## src/rtl/vga_timing_gen.sv

```systemverilog
// vga_timing_gen: video timing generator for the VGA/LCD controller.
// Produces hsync/vsync/csync/blank/de plus eol/eof/hint/vint strobes from
// the N-1 encoded horizontal and vertical timing fields.
// Optional macro VGA_TGEN_SHADOW_EN: latch all timing fields into shadow
// registers at frame start so mid-frame writes apply from the next frame.
module vga_timing_gen #(
    parameter int CNT_W = 16
) (
    input  logic             CLK_I,
    input  logic             RST_I,
    input  logic             ven,
    input  logic             hsl,
    input  logic             vsl,
    input  logic             csl,
    input  logic             bl,
    input  logic [7:0]       Thsync,
    input  logic [7:0]       Thgdel,
    input  logic [CNT_W-1:0] Thgate,
    input  logic [CNT_W-1:0] Thlen,
    input  logic [7:0]       Tvsync,
    input  logic [7:0]       Tvgdel,
    input  logic [CNT_W-1:0] Tvgate,
    input  logic [CNT_W-1:0] Tvlen,
    output logic             hsync_o,
    output logic             vsync_o,
    output logic             csync_o,
    output logic             blank_o,
    output logic             de_o,
    output logic             eol_o,
    output logic             eof_o,
    output logic             hint_o,
    output logic             vint_o
);

    typedef enum logic [2:0] {H_IDLE, H_SYNC, H_GDEL, H_GATE, H_FP} hstate_t;
    typedef enum logic [2:0] {V_IDLE, V_SYNC, V_GDEL, V_GATE, V_FP} vstate_t;

    localparam logic [CNT_W-1:0] ONE = {{(CNT_W-1){1'b0}}, 1'b1};

    hstate_t          hState_q;
    vstate_t          vState_q;
    logic [CNT_W-1:0] hPhase_q;
    logic [CNT_W-1:0] lineCnt_q;
    logic [CNT_W-1:0] vPhase_q;
    logic [CNT_W-1:0] frameCnt_q;
    logic             hEntry_q;
    logic             vEntry_q;

    logic             hsync_q;
    logic             vsync_q;
    logic             csync_q;
    logic             blank_q;
    logic             de_q;
    logic             eol_q;
    logic             eof_q;
    logic             hint_q;
    logic             vint_q;

    // Timing values actually seen by the FSMs (live inputs or shadows)
    logic [CNT_W-1:0] hSyncLen;
    logic [CNT_W-1:0] hGdelLen;
    logic [CNT_W-1:0] hGateLen;
    logic [CNT_W-1:0] hLineLen;
    logic [CNT_W-1:0] vSyncLen;
    logic [CNT_W-1:0] vGdelLen;
    logic [CNT_W-1:0] vGateLen;
    logic [CNT_W-1:0] vFrameLen;

    logic             startFrame;
    logic             lineEnd;
    logic             frameEnd;

    assign startFrame = ven && (hState_q == H_IDLE);
    assign lineEnd    = (hState_q != H_IDLE) && (lineCnt_q == hLineLen);
    assign frameEnd   = lineEnd && (frameCnt_q == vFrameLen);

`ifdef VGA_TGEN_SHADOW_EN
    logic [7:0]       shThsync_q;
    logic [7:0]       shThgdel_q;
    logic [CNT_W-1:0] shThgate_q;
    logic [CNT_W-1:0] shThlen_q;
    logic [7:0]       shTvsync_q;
    logic [7:0]       shTvgdel_q;
    logic [CNT_W-1:0] shTvgate_q;
    logic [CNT_W-1:0] shTvlen_q;
    logic             loadShadow;

    assign loadShadow = startFrame || (ven && frameEnd);

    // Capture the timing fields at frame start; the sync-width loads that
    // happen on that same edge bypass the shadows so the new frame is
    // consistent from its first cycle.
    always_ff @(posedge CLK_I or posedge RST_I) begin
        if (RST_I) begin
            shThsync_q <= '0;
            shThgdel_q <= '0;
            shThgate_q <= '0;
            shThlen_q  <= '0;
            shTvsync_q <= '0;
            shTvgdel_q <= '0;
            shTvgate_q <= '0;
            shTvlen_q  <= '0;
        end else if (loadShadow) begin
            shThsync_q <= Thsync;
            shThgdel_q <= Thgdel;
            shThgate_q <= Thgate;
            shThlen_q  <= Thlen;
            shTvsync_q <= Tvsync;
            shTvgdel_q <= Tvgdel;
            shTvgate_q <= Tvgate;
            shTvlen_q  <= Tvlen;
        end
    end

    assign hSyncLen  = loadShadow ? {{(CNT_W-8){1'b0}}, Thsync}
                                  : {{(CNT_W-8){1'b0}}, shThsync_q};
    assign hGdelLen  = {{(CNT_W-8){1'b0}}, shThgdel_q};
    assign hGateLen  = shThgate_q;
    assign hLineLen  = shThlen_q;
    assign vSyncLen  = loadShadow ? {{(CNT_W-8){1'b0}}, Tvsync}
                                  : {{(CNT_W-8){1'b0}}, shTvsync_q};
    assign vGdelLen  = {{(CNT_W-8){1'b0}}, shTvgdel_q};
    assign vGateLen  = shTvgate_q;
    assign vFrameLen = shTvlen_q;
`else
    assign hSyncLen  = {{(CNT_W-8){1'b0}}, Thsync};
    assign hGdelLen  = {{(CNT_W-8){1'b0}}, Thgdel};
    assign hGateLen  = Thgate;
    assign hLineLen  = Thlen;
    assign vSyncLen  = {{(CNT_W-8){1'b0}}, Tvsync};
    assign vGdelLen  = {{(CNT_W-8){1'b0}}, Tvgdel};
    assign vGateLen  = Tvgate;
    assign vFrameLen = Tvlen;
`endif

    // Horizontal FSM: phase down-counter plus free line counter; line end
    // forces a new SYNC from any state, truncating misprogrammed lines.
    always_ff @(posedge CLK_I or posedge RST_I) begin
        if (RST_I) begin
            hState_q  <= H_IDLE;
            hPhase_q  <= '0;
            lineCnt_q <= '0;
            hEntry_q  <= 1'b0;
        end else if (!ven) begin
            hState_q  <= H_IDLE;
            hPhase_q  <= '0;
            lineCnt_q <= '0;
            hEntry_q  <= 1'b0;
        end else if (hState_q == H_IDLE || lineEnd) begin
            hState_q  <= H_SYNC;
            hPhase_q  <= hSyncLen;
            lineCnt_q <= '0;
            hEntry_q  <= 1'b1;
        end else begin
            lineCnt_q <= lineCnt_q + ONE;
            hEntry_q  <= 1'b0;
            case (hState_q)
                H_SYNC: begin
                    if (hPhase_q == '0) begin
                        hState_q <= H_GDEL;
                        hPhase_q <= hGdelLen;
                    end else begin
                        hPhase_q <= hPhase_q - ONE;
                    end
                end
                H_GDEL: begin
                    if (hPhase_q == '0) begin
                        hState_q <= H_GATE;
                        hPhase_q <= hGateLen;
                    end else begin
                        hPhase_q <= hPhase_q - ONE;
                    end
                end
                H_GATE: begin
                    if (hPhase_q == '0) begin
                        hState_q <= H_FP;
                    end else begin
                        hPhase_q <= hPhase_q - ONE;
                    end
                end
                H_FP:    hState_q <= H_FP;
                default: hState_q <= H_IDLE;
            endcase
        end
    end

    // Vertical FSM: same phase rules as horizontal, stepping once per line
    // end and restarting at SYNC on frame end.
    always_ff @(posedge CLK_I or posedge RST_I) begin
        if (RST_I) begin
            vState_q   <= V_IDLE;
            vPhase_q   <= '0;
            frameCnt_q <= '0;
            vEntry_q   <= 1'b0;
        end else if (!ven) begin
            vState_q   <= V_IDLE;
            vPhase_q   <= '0;
            frameCnt_q <= '0;
            vEntry_q   <= 1'b0;
        end else if (vState_q == V_IDLE || frameEnd) begin
            vState_q   <= V_SYNC;
            vPhase_q   <= vSyncLen;
            frameCnt_q <= '0;
            vEntry_q   <= 1'b1;
        end else if (lineEnd) begin
            frameCnt_q <= frameCnt_q + ONE;
            vEntry_q   <= 1'b0;
            case (vState_q)
                V_SYNC: begin
                    if (vPhase_q == '0) begin
                        vState_q <= V_GDEL;
                        vPhase_q <= vGdelLen;
                    end else begin
                        vPhase_q <= vPhase_q - ONE;
                    end
                end
                V_GDEL: begin
                    if (vPhase_q == '0) begin
                        vState_q <= V_GATE;
                        vPhase_q <= vGateLen;
                    end else begin
                        vPhase_q <= vPhase_q - ONE;
                    end
                end
                V_GATE: begin
                    if (vPhase_q == '0) begin
                        vState_q <= V_FP;
                    end else begin
                        vPhase_q <= vPhase_q - ONE;
                    end
                end
                V_FP:    vState_q <= V_FP;
                default: vState_q <= V_IDLE;
            endcase
        end else begin
            vEntry_q <= 1'b0;
        end
    end

    // Output registers: decode FSM states, apply polarity and register the
    // strobes so everything lags the FSM state by exactly one cycle.
    always_ff @(posedge CLK_I or posedge RST_I) begin
        if (RST_I) begin
            hsync_q <= 1'b0;
            vsync_q <= 1'b0;
            csync_q <= 1'b0;
            blank_q <= 1'b0;
            de_q    <= 1'b0;
            eol_q   <= 1'b0;
            eof_q   <= 1'b0;
            hint_q  <= 1'b0;
            vint_q  <= 1'b0;
        end else begin
            hsync_q <= (hState_q == H_SYNC) ^ hsl;
            vsync_q <= (vState_q == V_SYNC) ^ vsl;
            csync_q <= ((hState_q == H_SYNC) || (vState_q == V_SYNC)) ^ csl;
            blank_q <= !((hState_q == H_GATE) && (vState_q == V_GATE)) ^ bl;
            de_q    <= (hState_q == H_GATE) && (vState_q == V_GATE);
            eol_q   <= lineEnd;
            eof_q   <= frameEnd;
            hint_q  <= hEntry_q;
            vint_q  <= vEntry_q;
        end
    end

    assign hsync_o = hsync_q;
    assign vsync_o = vsync_q;
    assign csync_o = csync_q;
    assign blank_o = blank_q;
    assign de_o    = de_q;
    assign eol_o   = eol_q;
    assign eof_o   = eof_q;
    assign hint_o  = hint_q;
    assign vint_o  = vint_q;

endmodule
```

## config.mk

```make
export PLATFORM = sky130hd
export DESIGN_NAME = vga_timing_gen
export DESIGN_NICKNAME = d
export VERILOG_FILES = /design/src/rtl/vga_timing_gen.sv
export SDC_FILE = /design/constraint.sdc
export NUM_CORES = 1
export LEC_CHECK = 0
export CAP_MARGIN = 10
export CORE_ASPECT_RATIO = 0.7
export CORE_MARGIN = 2
export CORE_UTILIZATION = 38
export CTS_CLUSTER_DIAMETER = 150
export DETAILED_ROUTE_END_ITERATION = 10
export GPL_TIMING_DRIVEN = 0
export PLACE_DENSITY = 0.6
export SLEW_MARGIN = 20
export SYNTH_ARGS = -nofsm -noshare
export SYNTH_HDL_FRONTEND = slang
export SYNTH_SLANG_ARGS = --single-unit
```

## constraint.sdc

```tcl
create_clock -name CLK_I -period 5.5 [get_ports CLK_I]
set_input_delay 0.55 -clock CLK_I [delete_from_list [all_inputs] [get_ports CLK_I]]
set_output_delay 0.55 -clock CLK_I [all_outputs]
set_load 0.05 [all_outputs]
```

==> impl_metrics.tcl <==
set metrics [dict create \
    status "completed" \
    drt_iter0_markers 308 \
    vias 5010 \
    grt_max_degree 48 \
    required_ns 5.75 \
    power_w 0.001964 \
    synth_area_leaders "dfrtp_1 39%, xor2_1 8.1%, nor2_1 4.9%" \
    min_delay_path_depth 0 \
    place_hpwl_um 11630 \
    synth_ff_type "dfrtp_1" \
    critPathTopFamily "simple AND/OR/NAND/NOR gates" \
    cts_buffer_depth 2 \
    cts_buffers 9 \
    yosysTopAreaCellShare 0.3888 \
    cp_cell_sequence "clkdlybuf4s50_1 -> xor2_1 -> nor4_1 -> nand4_1 -> buf_2 -> nor2_1 -> buf_2 -> nand3_1 -> a31oi_1" \
    crit_path_frequent_cell "buf_2" \
    antenna_found_initial 0 \
    slew_viol_final 0 \
    cp_slowest_cell "nor2_1" \
    r2r_cells 9 \
    hold_viol 0 \
    wl_um 15430 \
    maxCapViolations 0 \
    post-cts-setup-buffers 0 \
    yosysSeqAreaShare 0.3888 \
    synth_compound_area_frac 0.1483 \
    r2r-end "vPhase_q[6]" \
    dieArea_sq_um 14690 \
    die_width_um 144 \
    place_congestion 0.8622 \
    yosys.area_share.simple 0.2813 \
    cpPeakStageDelay_ns 0.45 \
    synth_top_cell_by_area "dfrtp_1" \
    num_antenna_cells 0 \
    coreArea_sq_um 13270 \
    drive_gt1_frac 0.06086 \
    first_pass_iters 5 \
    core.rowCount 35 \
    rrSetupSlack_ns 2.80 \
    setup_viol 0 \
    cp-startpoint "Thlen[14]" \
    timing.setup.tns_ns 0 \
    cts-root-buf "clkbuf_16" \
    syn2layout_area_growth_pct 32.52 \
    synth_xor_xnor_area_share 0.1193 \
    grt_overflow_total 0 \
    hold_start "hEntry_q" \
    numPortBuffers 110 \
    synth_async_sr_flop_share 1.000 \
    clkLatencyLatePin_ns 0.33 \
    ys_ff_latch 81 \
    hold_path_class "reg2reg" \
    slew_headroom 0.5347 \
    synth.area.mux_share 0.01344 \
    grt_pass1_vias 4872 \
    grt_pass1_wl_um 24870 \
    gr-usage-all-layers 0.2160 \
    synth_edf_count 0 \
    syn_area_sq_um 5214 \
    power_leakage_nw 2.783 \
    boundaryPins 112 \
    powerDensity_nw_per_um2 284.2 \
    drc 0 \
    max_freq_mhz 342.0 \
    path_clk_slew_ns 0.06 \
    ir_drop_mv 0.1796 \
    synth-adder-area-share 0.009599 \
    routedWlPerCell_um 17.00 \
    synth_fp_nets 705 \
    avgSynthCellArea_sq_um 8.719 \
    rsz0062_at_grt "false" \
    final_nets 827 \
    critPathKind "in2reg" \
    start_util 0.3929 \
    min_period_ns 2.924 \
    cts_htree_levels 3 \
    cp.arrival_ns 3.18 \
    crit_buf_inv 3 \
    cp-start-kind "input pin" \
    worst_pin_slew_ns 0.6941 \
    hold_end "hint_o" \
    die_h_um 102 \
    endpoint_kind "flop" \
    viasPerCell 5.518 \
    yosysUniqueCellTypes 61 \
    cts_tree "done" \
    synth_top_family_by_area "simple AND/OR/NAND/NOR gates" \
    yosysWarnings 0 \
    cts.repair.resized 0 \
    crit_path_max_fanout 10 \
    clock_skew_ns 0.008159 \
    syn_inst 598 \
    finalCritPeriodShare 0.5317 \
    cts.sinks 81 \
    cts_hold_buf 0 \
    final_antenna_net_count 0 \
    r2r_start "lineCnt_q[7]" \
]
metrics by stage:
step           setup WS (ns)  cells  area, sq um  hold WS [ns]    util
6_report               2.576    908         6909        0.3492  0.5207
5_1_grt                2.439    908         6909        0.3583  0.5207
4_1_cts                2.661    908         6909        0.3533  0.5207
3_5_place_dp           2.336    894         6576        0.3403  0.4956
3_3_place_gp           1.436    893         6546        0.3392  0.4934
2_1_floorplan          2.870    598         5214        0.3312       -
cells in the final DEF (no fill, tap or decap), drive strengths merged, types with 3 or more instances in the layout:
master and n:
a211oi 7, a21oi 33, a22o 4, a22oi 5, a31oi 10, and2 3, and3 9, and4 4
buf 14, bufinv 3, clkbuf 28, clkdlybuf4s50 110, dfrtp 81, ha 4, inv 13, mux2i 7
nand2 51, nand2b 9, nand3 18, nand4 11, nor2 68, nor2b 5, nor3 23, nor3b 6
nor4 22, nor4b 6, o21a 3, o21ai 38, o31a 4, o31ai 4, or2 5, or3 19
or4 6, xnor2 23, xor2 48
state kept, by name, indices dropped and copies added, names as in the netlist:
| register | cells |
|---|---|
| frameCnt_q | 16 |
| hPhase_q | 16 |
| lineCnt_q | 16 |
| vPhase_q | 16 |
| hState_q | 3 |
| vState_q | 3 |
| blank_o | 1 |
| csync_o | 1 |
| de_o | 1 |
| eof_o | 1 |
| eol_o | 1 |
| hEntry_q | 1 |
| hint_o | 1 |
| hsync_o | 1 |
| vEntry_q | 1 |
| vint_o | 1 |
| vsync_o | 1 |
worst register-to-register path, stage by stage, from the launching register on:
cell and delay, ns:
dfrtp_1 0.37, buf_6 0.13, xor2_1 0.14, nor4_1 0.33, nand4_1 0.25, buf_2 0.26
nor2_1 0.45, buf_2 0.34, nand3_1 0.15, a31oi_1 0.19
cell usage after synthesis (5+ instances only):
cell      number
nor2_1        68
a22oi_1        5
a31oi_1       10
mux2i_1        7
nand2_1       50
nor3b_1        6
clkbuf_1      17
nand2b_1       9
and3_1         9
a211oi_1       7
nor3_1        21
inv_1         13
nor4b_1        5
or4_1          6
buf_2          8
or3_1         18
nand4_1       10
dfrtp_1       81
nor4_1        20
o21ai_0       37
a21oi_1       33
nand3_1       18
xnor2_1       23
nor2b_1        5
xor2_1        48
area by class of cell:
class                      instances  area [sq um]
tap                              185         231.5
multi-input combinational        474          2982
buffer                            30         156.4
fill                            1265          6360
inverter                          13         51.30
sequential                        81          2027
clock buffer                      11         242.7
clock inverter                     3         90.09
timing repair buffer             111          1129
cell families after synthesis:
kind of cell | after synthesis
buf+inv | 43
xor+xnor | 71
mux | 7
flops | 81
fa+ha+maj | 4
compound gates | 122
simple gates | 270
metal layers:
layer	GRT usage	part of all wire	up-vias
li1	-	-	2398
met1	0.3204	0.49	2439
met2	0.3348	0.45	166
met3	0.04217	0.063	7
met4	0.03318	0.0031	0
met5	0	0	-
worst max-delay path by stage:
stage	endpoint	slack [ns]	cells after the start
2_1_floorplan	blank_o	2.87	1
3_3_place_gp	frameCnt_q[12]	1.44	2
3_5_place_dp	vPhase_q[6]	2.34	9
4_1_cts	vPhase_q[6]	2.66	9
5_1_grt	vPhase_q[6]	2.44	9
6_report	vPhase_q[6]	2.58	9
power by group:
| group | internal, W | leakage, nW | total, W | switching, W |
|---|---|---|---|---|
| combinational | 0.000250 | 1.52 | 0.000589 | 0.000340 |
| sequential | 0.000636 | 1.10 | 0.000683 | 0.0000470 |
| clock | 0.000452 | 0.162 | 0.000691 | 0.000239 |
No activity file was read; power rests on OpenSTA's default activity.
